--- src/rtl/encap_result_reader.sv ---
// encap_result_reader
//   Drains the three encapsulation result memories after encap_seq_gen
//   finishes: C0 (syndrome ciphertext), then C1 (hash confirmation), then
//   K (session key). It emits them as one tagged 32-bit word stream with
//   valid/ready handshaking for the UART/host link.
//
// Ports
//   clk, rst          clock (rising edge), asynchronous active-low reset
//   start             one-cycle pulse from encap done; ignored unless idle
//   rd_C0/C0_addr     C0 read strobe/address; C0_out arrives one cycle later
//   rd_C1/C1_addr     C1 read strobe/address; C1_out arrives one cycle later
//   rd_K/K_addr       K read strobe/address;  K_out arrives one cycle later
//   dout/dout_sel     stream word and source tag (0=C0, 1=C1, 2=K)
//   dout_last         marks the final K word
//   dout_valid/ready  stream handshake
//   busy              high from start acceptance until done
//   done              one-cycle pulse after the final word transfers

`ifndef CLOG2
`define CLOG2(x) $clog2(x)
`endif

module encap_result_reader #(
  parameter int m        = 12,
  parameter int t        = 64,
  parameter int C0_WORDS = (m * t + 31) / 32,
  parameter int C1_WORDS = 8,
  parameter int K_WORDS  = 8,
  parameter int C0_AW    = `CLOG2(C0_WORDS)
) (
  input  logic             clk,
  input  logic             rst,
  input  logic             start,
  output logic             rd_C0,
  output logic [C0_AW-1:0] C0_addr,
  input  logic [31:0]      C0_out,
  output logic             rd_C1,
  output logic [2:0]       C1_addr,
  input  logic [31:0]      C1_out,
  output logic             rd_K,
  output logic [2:0]       K_addr,
  input  logic [31:0]      K_out,
  output logic [31:0]      dout,
  output logic [1:0]       dout_sel,
  output logic             dout_last,
  output logic             dout_valid,
  input  logic             dout_ready,
  output logic             busy,
  output logic             done
);

  // Shared word counter, wide enough for the largest region.
  localparam int AW = (C0_AW > 3) ? C0_AW : 3;

  typedef enum logic [2:0] {IDLE, RD_C0, RD_C1, RD_K, DRAIN, FIN} state_t;

  state_t        state_q;
  logic [AW-1:0] addr_q;
  logic          busy_q;
  logic          done_q;

  // Read issued last cycle: its data is on the *_out bus this cycle.
  logic          pend_q;
  logic [1:0]    pend_sel_q;
  logic          pend_last_q;

  // 2-entry output FIFO.
  logic [31:0]   fifo_data_q [2];
  logic [1:0]    fifo_sel_q  [2];
  logic          fifo_last_q [2];
  logic          wr_ptr_q;
  logic          rd_ptr_q;
  logic [1:0]    occ_q;

  logic          pop;
  logic          push;
  logic          issue;
  logic          region_end;
  logic [AW-1:0] last_addr;
  logic [1:0]    cur_sel;
  logic [31:0]   cap_data;
  logic [2:0]    committed;

  always_comb begin
    pop  = (occ_q != 2'd0) && dout_ready;
    push = pend_q;

    // Words already owned by the FIFO or on the bus after this cycle's pop.
    // Keeping this below 2 before issuing guarantees the FIFO never overflows,
    // and still allows one read per cycle when the consumer keeps up.
    committed = 3'(occ_q) + 3'(pend_q) - 3'(pop);
    issue     = (state_q inside {RD_C0, RD_C1, RD_K}) && (committed < 3'd2);

    last_addr = '0;
    cur_sel   = 2'd0;
    case (state_q)
      RD_C0:   begin last_addr = AW'(C0_WORDS - 1); cur_sel = 2'd0; end
      RD_C1:   begin last_addr = AW'(C1_WORDS - 1); cur_sel = 2'd1; end
      RD_K:    begin last_addr = AW'(K_WORDS - 1);  cur_sel = 2'd2; end
      default: begin last_addr = '0;                cur_sel = 2'd0; end
    endcase
    region_end = issue && (addr_q == last_addr);

    case (pend_sel_q)
      2'd0:    cap_data = C0_out;
      2'd1:    cap_data = C1_out;
      default: cap_data = K_out;
    endcase
  end

  assign rd_C0   = issue && (state_q == RD_C0);
  assign rd_C1   = issue && (state_q == RD_C1);
  assign rd_K    = issue && (state_q == RD_K);
  assign C0_addr = (state_q == RD_C0) ? addr_q[C0_AW-1:0] : '0;
  assign C1_addr = (state_q == RD_C1) ? addr_q[2:0] : '0;
  assign K_addr  = (state_q == RD_K)  ? addr_q[2:0] : '0;

  assign dout       = fifo_data_q[rd_ptr_q];
  assign dout_sel   = fifo_sel_q[rd_ptr_q];
  assign dout_last  = fifo_last_q[rd_ptr_q];
  assign dout_valid = (occ_q != 2'd0);
  assign busy       = busy_q;
  assign done       = done_q;

  always_ff @(posedge clk or negedge rst) begin
    if (!rst) begin
      state_q     <= IDLE;
      addr_q      <= '0;
      busy_q      <= 1'b0;
      done_q      <= 1'b0;
      pend_q      <= 1'b0;
      pend_sel_q  <= 2'd0;
      pend_last_q <= 1'b0;
      wr_ptr_q    <= 1'b0;
      rd_ptr_q    <= 1'b0;
      occ_q       <= 2'd0;
      for (int i = 0; i < 2; i++) begin
        fifo_data_q[i] <= '0;
        fifo_sel_q[i]  <= 2'd0;
        fifo_last_q[i] <= 1'b0;
      end
    end else begin
      // Tag and last flag travel with the read so the capture needs no state.
      pend_q <= issue;
      if (issue) begin
        pend_sel_q  <= cur_sel;
        pend_last_q <= (state_q == RD_K) && region_end;
      end

      if (push) begin
        fifo_data_q[wr_ptr_q] <= cap_data;
        fifo_sel_q[wr_ptr_q]  <= pend_sel_q;
        fifo_last_q[wr_ptr_q] <= pend_last_q;
        wr_ptr_q              <= ~wr_ptr_q;
      end
      if (pop) begin
        rd_ptr_q <= ~rd_ptr_q;
      end
      occ_q <= occ_q + {1'b0, push} - {1'b0, pop};

      case (state_q)
        IDLE: begin
          done_q <= 1'b0;
          if (start) begin
            state_q <= RD_C0;
            addr_q  <= '0;
            busy_q  <= 1'b1;
          end
        end
        RD_C0, RD_C1, RD_K: begin
          if (issue) begin
            if (region_end) begin
              addr_q <= '0;
              case (state_q)
                RD_C0:   state_q <= RD_C1;
                RD_C1:   state_q <= RD_K;
                default: state_q <= DRAIN;
              endcase
            end else begin
              addr_q <= addr_q + 1'b1;
            end
          end
        end
        DRAIN: begin
          if ((occ_q == 2'd0) && !pend_q) begin
            state_q <= FIN;
            done_q  <= 1'b1;
            busy_q  <= 1'b0;
          end
        end
        FIN: begin
          state_q <= IDLE;
          done_q  <= 1'b0;
        end
        default: state_q <= IDLE;
      endcase
    end
  end

  a_no_overflow: assert property (@(posedge clk) disable iff (!rst)
    !(push && !pop && (occ_q == 2'd2)));

endmodule

--- config.mk ---
export PLATFORM = sky130hd
export DESIGN_NAME = encap_result_reader
export DESIGN_NICKNAME = d
export VERILOG_FILES = /design/src/rtl/encap_result_reader.sv
export SDC_FILE = /design/constraint.sdc
export NUM_CORES = 1
export LEC_CHECK = 0
export ABC_AREA = 1
export CORE_AREA = 2 2 100 102
export DETAILED_ROUTE_END_ITERATION = 12
export DIE_AREA = 0 0 102 104
export HOLD_SLACK_MARGIN = 0.08
export PLACE_DENSITY = 0.92
export SYNTH_ARGS = -nofsm -noshare
export SYNTH_HDL_FRONTEND = slang
export SYNTH_SLANG_ARGS = --single-unit
export TNS_END_PERCENT = 50
--- constraint.sdc ---
create_clock -name clk -period 5.3 [get_ports clk]
set_clock_uncertainty 0.15 [all_clocks]
set_input_delay 0.53 -clock clk [delete_from_list [all_inputs] [get_ports clk]]
set_output_delay 0.53 -clock clk [all_outputs]
set_load 0.05 [all_outputs]
==> out/results.tsv, run 1 <==
metric	value	unit
grt_pass1_vias	4424	
chipWidth	102	um
core-area	9549	um2
fin_crit_sh	0.7533	
worstPathArrival	3.31	ns
crit_required	4.62	ns
vias_per_cell	5.240	
max_stage_delay	0.83	ns
fmax	250.5	MHz
tritoncts	built	
port-buffer-count	151	
cts_setup_buffers	0	
syn_to_final_growth	38.20	%
crit_chain	inv_1 -> nand2_1 -> nand2_1 -> inv_1 -> ha_1 -> inv_1 -> ha_1 -> inv_1 -> fa_1 -> nand3_4 -> nor2_1 -> clkdlybuf4s50_1	
drt-pass1-iter-count	5	
end_kind	primary output	
cts_buffer_depth	2	
clk_pin_slew	0.08	ns
fill_cells	780	
ys_seq_area_frac	0.4764	
tightest_slew	1.261	ns
synth_area_leaders	dfrtp_1 (48%), nand2_1 (17%), nand3_1 (6.8%), o21ai_0 (6.7%), inv_1 (4.5%)	
worst_path_max_delay_cell	clkdlybuf4s50_1	
fp.dieH	104	um
final_common_cell	nand2_1	
clock_latency	0.34	ns
yosys.cell_types.count	29	
worstPathMaxFanout	5	
finalSetupTns	0	ns
crit_type	flip-flop to primary output	
placedCellCount	878	
syn-cell-area	4622	um2
routedWlPerCell	14.47	um
instances_no_fill	895	
power_density	649.2	nW/um2
hold_class	flip-flop to flip-flop	
antenna_found_initial	0	
yosys_warnings	0	
first_iter_violations	293	
cts.sinks	88	
route.detailed.drc	0	
period_needed	3.993	ns
routabilityCongestion	0.8448	
row_count	36	
track_usage	0.2407	
cts_root_buf	clkbuf_8	
vdd_drop_max	381.2	uV
num_vias	4690	
synth_seq_cells	88	
ant_nets	0	
drive_above_1_share	0.04462	
power.leakage	2.959	nW
relSlewSlack	0.1593	
die_area	10610	um2
crit_buf_inv	5	
gr-total-overflow	0	
yosysTopAreaCell	dfrtp_1	
critPathTopFamily	buffers and inverters	
start_util	0.4840	
grt_pass1_wl	20.38	mm
syn-num-nets	729	
numCtsBuffers	9	
grt_start_max_net_pins	69	
final_nets	861	
diodes	0	
power	0.004147	W
synth_cells	625	
postCtsResizedCells	0	
cts_max_level	3	
startpoint_type	flip-flop	
rsz0062_at_grt	false	
maxSlewViolCount	0	
num_io_pins	152	
finalHoldViolCount	0	
avgSynthCellArea	7.395	um2
max_cap_violations	0	
setup_viol	0	
wl	12.95	mm
final_cell_mix	nand2_1 (214), clkdlybuf4s50_1 (150), dfrtp_1 (87)	
hpwl	8.872	mm
crit_top_cell	inv_1	
status	finished clean	
synth_top_area_frac	0.4764	
==> cell usage after synthesis, drive strengths merged <==
cell type / n
nand2: 218
dfrtp: 88
nand3: 65
o21ai: 62
inv: 59
nor2: 44
clkbuf: 27
a31oi: 20
a22oi: 10
buf: 9
a21oi: 4
nand4: 4
ha: 3
nor3: 3
clkinv: 2
o21bai: 2
o22ai: 2
xor2: 2
fa: 1
==> final timing paths <==
check | slack, ns | endpoint | depth (start not counted) | startpoint
max | 1.31 | rd_K | 12 | occ_q[1]
min | 0.33 | busy | 2 | busy
min reg2reg | 0.33 | busy | 2 | busy
max reg2reg | 1.78 | fifo_data_q[46] | 5 | pend_sel_q[1]
min in group asynchronous | 0.55 | fifo_data_q[56] | 2 | rst
max in group asynchronous | 3.45 | fifo_data_q[55] | 3 | rst
==> power by group <==
part / internal, W / leakage, nW / switching [W]
combinational: 0.000811 / 1.79 / 0.00167
clock: 0.000217 / 0.0941 / 0.000227
sequential: 0.000969 / 1.07 / 0.000248
==> layout make-up <==
type	instances	area (um2)	share of cell area
inverter	61	229.0	0.03585
tap	133	166.4	0.02605
sequential	88	2203	0.3450
timing repair buffer	157	1556	0.2437
clock inverter	4	45.04	0.007052
multi-input combinational	440	2052	0.3213
clock buffer	12	135.1	0.02116
==> flip-flops by register name, indices dropped and copies added (netlist names), 2 cells and up <==
register / cells
fifo_data_q: 64
fifo_last_q: 2
fifo_sel_q: 4
pend_sel_q: 2
state_q: 3
occ_q: 2
addr_q: 5
==> through the flow <==
step | util | hold slack [ns] | setup slack, ns | area (um2)
after floorplan | - | 0.08441 | 1.743 | 4622
after global placement | 0.6490 | 0.3111 | 1.371 | 6197
after CTS | 0.6689 | 0.3324 | 1.274 | 6387
after global routing | 0.6689 | 0.3606 | 1.140 | 6387
after detailed placement | 0.6490 | 0.3125 | 1.339 | 6197
final | 0.6689 | 0.3275 | 1.307 | 6387
==> metal layers <==
metal | GRT usage | wire length (um)
met1 | 0.2985 | 5246
met2 | 0.4154 | 6360
met3 | 0.04368 | 1151
met4 | 0.08571 | 188
met5 | 0 | 0
==> worst min-delay path: stages (launching register included) <==
cell,delay (ns)
dfrtp_1,0.35
nand2_1,0.05
nand2_1,0.05
==> what timing repair did <==
action / 4_1_cts / 5_1_grt
hold endpoints to repair: 38 / 0
setup endpoints to repair: 0 / 0
hold buffers: 1 / 0
==> cells by family (layout without fill, tap and decap cells) <==
| group | Yosys count | after routing | synth area share |
|---|---|---|---|
| and+or+nand+nor | 334 | 334 | 0.3040 |
| DFF | 88 | 88 | 0.4764 |
| adders and majority gates | 4 | 4 | 0.01245 |
| AOI/OAI and AO/OA | 100 | 100 | 0.1215 |
| buffers and inverters | 97 | 234 | 0.08175 |
| xor gates and xnor gates | 2 | 2 | 0.003791 |
(Power assumes the default switching activity.)
==> run 2, diff against run 1 <==
--- a/config.mk
+++ b/config.mk
@@ -6,11 +6,11 @@
 export NUM_CORES = 1
 export LEC_CHECK = 0
 export ABC_AREA = 1
-export CORE_AREA = 2 2 100 102
+export CORE_AREA = 2 2 104 106
 export DETAILED_ROUTE_END_ITERATION = 12
-export DIE_AREA = 0 0 102 104
+export DIE_AREA = 0 0 106 108
 export HOLD_SLACK_MARGIN = 0.08
-export PLACE_DENSITY = 0.92
+export PLACE_DENSITY = 0.86
 export SYNTH_ARGS = -nofsm -noshare
 export SYNTH_HDL_FRONTEND = slang
 export SYNTH_SLANG_ARGS = --single-unit
==> constraint.sdc (replaced) <==
create_clock -name clk -period 4.1 [get_ports clk]
set_clock_uncertainty 0.15 [all_clocks]
set_input_delay 0.41 -clock clk [delete_from_list [all_inputs] [get_ports clk]]
set_output_delay 0.41 -clock clk [all_outputs]
set_load 0.05 [all_outputs]
==> run 2 against run 1 <==
Highest routed layer unchanged. Critical path depth did not move. Final cell count grew 0.45%. Power rose by 34%. Cell area rose by 1.2%. Utilization decreased by 3.7 points. Via count about the same. Combinational power is 32% higher. Largest power group unchanged. First-iteration DRC count did not move. Register-to-register slack worse by 0.59 ns.
==> out/results.tsv, run 2 (synthesis results as in run 1) <==
metric	value	unit
status	finished clean	
crit_chain	inv_1 -> nand2_1 -> nand2_1 -> inv_1 -> ha_1 -> inv_1 -> ha_1 -> inv_1 -> fa_1 -> nand3_4 -> nor2_1 -> clkdlybuf4s50_1	
ant_nets	0	
crit_buf_inv	5	
numCtsBuffers	9	
track_usage	0.2277	
hpwl	9.433	mm
setup_viol	0	
drive_above_1_share	0.05111	
antenna_found_initial	0	
crit_type	flip-flop to primary output	
clock_latency	0.35	ns
grt_pass1_vias	4385	
cts_setup_buffers	0	
die_area	11450	um2
vias_per_cell	5.214	
cts_max_level	3	
final_cell_mix	nand2_1 (214), clkdlybuf4s50_1 (150), dfrtp_1 (87)	
maxSlewViolCount	0	
crit_required	3.54	ns
cts_buffer_depth	2	
power_density	858.7	nW/um2
port-buffer-count	151	
clk_pin_slew	0.09	ns
hold_class	input port to async pin	
post-place-ws	0.3445	ns
core-area	10230	um2
tritoncts	built	
grt_pass1_wl	20.78	mm
worstPathMaxFanout	5	
drt-pass1-iter-count	5	
vdd_drop_max	425.2	uV
worstPathArrival	3.34	ns
chipWidth	106	um
gr-total-overflow	0	
rsz0062_at_grt	false	
syn_to_final_growth	39.85	%
relSlewSlack	0.2705	
max_stage_delay	0.83	ns
utilization	0.6318	
cts_root_buf	clkbuf_8	
fin_crit_sh	0.9519	
largest_register	fifo_data_q	
startpoint_type	flip-flop	
num_vias	4687	
wl	13.37	mm
num_io_pins	152	
fp.dieH	108	um
final_common_cell	nand2_1	
route.detailed.drc	0	
tightest_slew	1.094	ns
max_cap_violations	0	
period_needed	3.903	ns
first_iter_violations	293	
routedWlPerCell	14.87	um
row_count	37	
critPathTopFamily	buffers and inverters	
cts.sinks	88	
worst_path_max_delay_cell	clkdlybuf4s50_1	
final_nets	862	
finalSetupTns	0	ns
diodes	0	
start_util	0.4518	
instances_no_fill	899	
power.leakage	2.990	nW
crit_top_cell	inv_1	
placedCellCount	883	
largest_reg_flops	64	
routabilityCongestion	0.8978	
postCtsResizedCells	0	
finalHoldViolCount	0	
layout_setup_ws	0.1970	ns
fmax	256.2	MHz
grt_start_max_net_pins	89	
reg.largest.list	fifo_data_q: 64 flops, addr_q: 5 flops, fifo_sel_q: 4 flops	
end_kind	primary output	
fill_cells	864	
hold_buffers	0	
## run 2: metal layers
layer  up-vias  GRT usage  routed length, um
met4         0    0.05263                122
met1      2233     0.2757               5504
li1       2268          -                  -
met2       176     0.4092               6629
met5         -          0                  0
met3        10    0.05907               1110
## run 2: final timing paths
kind                                      from               to  slack, ns  depth (start not counted)
worst max-delay path                  occ_q[1]            rd_C1       0.20                         12
worst min-delay path                       rst  fifo_data_q[56]       0.08                          1
worst max register to register        occ_q[1]        addr_q[3]       1.19                         17
worst min register to register  fifo_data_q[0]   fifo_data_q[0]       0.34                          2
max in group asynchronous                  rst         rd_ptr_q       2.92                          1
min in group clk                fifo_data_q[0]   fifo_data_q[0]       0.34                          2
## run 2: cell type report
class,instances,area [um2],area share
inverters,61,229.0,0.03542
multi-input cells,440,2052,0.3175
clock inverters,7,123.9,0.01916
well taps,136,170.2,0.02633
clock buffers,9,123.9,0.01916
flip-flops and latches,88,2203,0.3409
repair buffers,158,1562,0.2416
## run 2: worst register-to-register path, cell delays in order (launching register included)
cell and delay [ns]:
dfrtp_1 0.43, inv_1 0.08, nand2_1 0.10, nand2_1 0.11
inv_1 0.06, ha_1 0.28, inv_1 0.06, ha_1 0.13
inv_1 0.05, fa_1 0.56, nand3_4 0.15, nor2_8 0.15
inv_2 0.06, nand2_2 0.16, nand2_1 0.07, nand2_1 0.07
nand2_1 0.05, a21oi_1 0.11
## run 2: stage by stage
stage | power, W | cell area [um2] | hold WS, ns
after floorplan | 0.003756 | 4622 | -0.03559
after global placement | 0.004716 | 6216 | 0.3116
after detailed placement | 0.004838 | 6216 | 0.3150
after CTS | 0.005575 | 6464 | 0.1459
after global routing | 0.005909 | 6464 | 0.1958
final | 0.005550 | 6464 | 0.08365
## run 2: power breakdown
group / internal (W) / switching [W] / total [W]
logic: 0.00106 / 0.00222 / 0.00328
clock network: 0.000411 / 0.000321 / 0.000732
registers: 0.00125 / 0.000284 / 0.00154
total: 0.00272 / 0.00283 / 0.00555
==> run 3, diff against run 2 <==
--- a/config.mk
+++ b/config.mk
@@ -9,6 +9,7 @@
 export CORE_AREA = 2 2 104 106
 export DETAILED_ROUTE_END_ITERATION = 12
 export DIE_AREA = 0 0 106 108
+export GPL_TIMING_DRIVEN = 0
 export HOLD_SLACK_MARGIN = 0.08
 export PLACE_DENSITY = 0.86
 export SYNTH_ARGS = -nofsm -noshare
==> run 3 against run 2 <==
First-iteration DRC count rose by 17%. Flip-flop and latch count did not move. Utilization up 0.61 points.
==> out/results.tsv, run 3 (synthesis results as in run 1) <==
metric	value	unit
clk_pin_slew	0.08	ns
first_iter_violations	342	
numCtsBuffers	9	
fmax	256.9	MHz
relSlewSlack	0.6281	
finish.instance_area	6526	um2
worstPathMaxFanout	5	
hold_end	busy	
power_frac_clock	0.102	
ant_nets	0	
hpwl	10.95	mm
period_needed	3.893	ns
drive_above_1_share	0.04408	
setup_viol	0	
p_int	0.002590	W
r2r_slack	1.20	ns
syn_to_final_growth	41.20	%
die_area	11450	um2
cts_max_level	3	
fin_crit_sh	0.9494	
fp.dieH	108	um
reg.largest.list	fifo_data_q: 64 flops, addr_q: 5 flops, fifo_sel_q: 4 flops	
finalHoldViolCount	0	
drt-pass1-iter-count	5	
crit-reg2reg-launch	occ_q[1]	
crit_required	3.54	ns
vias_per_cell	5.289	
largest_reg_flops	64	
end_kind	primary output	
start_util	0.4518	
routabilityCongestion	0.8623	
final_nets	893	
max_cap_violations	0	
clock_latency	0.36	ns
dpl-instance-area	6329	um2
row_count	37	
hold_start	busy	
p_comb_frac	0.634	
core-area	10230	um2
rsz0062_at_grt	false	
sw_frac_of_total	0.5308	
num_vias	4919	
chipWidth	106	um
largest_register	fifo_data_q	
routedWlPerCell	15.84	um
track_usage	0.2554	
grt_start_max_net_pins	55	
tritoncts	built	
hold_ws	0.3300	ns
seqPwrFrac	0.263	
port-buffer-count	151	
hold_class	flip-flop to flip-flop	
finalSetupTns	0	ns
num_io_pins	152	
worstPathArrival	3.33	ns
power_density	845.8	nW/um2
tightest_slew	0.5561	ns
r2r_cells	18	
wl	14.73	mm
startpoint_type	flip-flop	
post-place-ws	0.2873	ns
gr-total-overflow	0	
route.detailed.drc	0	
antenna_found_initial	0	
power.leakage	3.039	nW
crit_type	flip-flop to primary output	
diodes	0	
r2r_end	addr_q[2]	
final_common_cell	nand2_1	
grt_pass1_wl	22.98	mm
final_cell_mix	nand2_1 (214), clkdlybuf4s50_1 (148), dfrtp_1 (88)	
cts_root_buf	clkbuf_8	
switching_power	0.002930	W
cts_buffer_depth	2	
vdd_drop_max	384.9	uV
maxSlewViolCount	0	
worstHoldPathCells	2	
status	finished clean	
grt_pass1_vias	4791	
cts.sinks	88	
layout_setup_ws	0.2075	ns
## run 3: changes by cell type in the layout (fill, tap and decap cells not counted), sizes merged, moves of 2 or more
cell           before  now
bufinv              3    0
buf                 8   11
dlymetal6s2s        0    2
clkinv              2    4
clkdlybuf4s50     150  148
clkbuf              9   38
inv                62   60
## run 3: per-layer routing
| layer | wire length (um) | part of all wire | up-vias | GRT usage |
|---|---|---|---|---|
| met3 | 1374 | 0.093 | 44 | 0.06691 |
| li1 | - | - | 2332 | - |
| met5 | 0 | 0 | - | 0 |
| met2 | 6998 | 0.48 | 238 | 0.4382 |
| met1 | 5833 | 0.40 | 2305 | 0.3017 |
| met4 | 520 | 0.035 | 0 | 0.1184 |
## run 3: metrics by stage
step | power [W] | std cells | utilization
after floorplan | 0.003756 | 625 | -
after global placement | 0.004833 | 912 | 0.6161
after detailed placement | 0.004948 | 913 | 0.6186
after CTS | 0.005516 | 930 | 0.6374
after global routing | 0.005876 | 930 | 0.6379
final | 0.005520 | 930 | 0.6379
## run 3: worst max-delay path, cell delays in order, from the launching register on
cell             delay [ns]
dfrtp_1                0.42
inv_1                  0.09
nand2_1                0.11
nand2_1                0.14
inv_1                  0.06
ha_1                   0.26
inv_1                  0.06
ha_1                   0.14
inv_1                  0.05
fa_1                   0.55
nand3_4                0.16
nor2_1                 0.12
clkdlybuf4s50_1        0.81
## run 3: area by class of cell
type / instances / area, um2
repair buffers: 153 / 1551
clock buffers: 11 / 141.4
flip-flops and latches: 88 / 2202
fillers: 903 / 3705
inverters: 61 / 229.0
clock inverters: 5 / 41.29
plain buffers: 36 / 148.9
well taps: 136 / 170.2
multi-input cells: 440 / 2042
## run 3: repair_timing
item / CTS / global route
hold endpoints to repair: 34 / 0
hold buffers: 1 / 0
gates resized for setup: 0 / 2
endpoints found under the setup margin: 0 / 2
setup buffers: 0 / 0
## run 3: how the worst max path moves through the flow
stage / end / depth (start not counted) / from
floorplan: rd_K / 11 / occ_q[1]
global placement: fifo_data_q[52] / 1 / rst
detailed placement: rd_C1 / 11 / dout_ready
CTS: rd_C1 / 12 / occ_q[1]
global route: rd_C0 / 12 / occ_q[1]
finish: rd_C0 / 12 / occ_q[1]
## run 3: power groups by stage
stage / Combinational [W] / Clock [W] / Sequential (W)
floorplan: 0.00233 / 0 / 0.00143
global placement: 0.00339 / 0 / 0.00144
detailed placement: 0.00348 / 0 / 0.00147
finish: 0.00350 / 0.000563 / 0.00145
global route: 0.00378 / 0.000607 / 0.00149
CTS: 0.00350 / 0.000567 / 0.00145
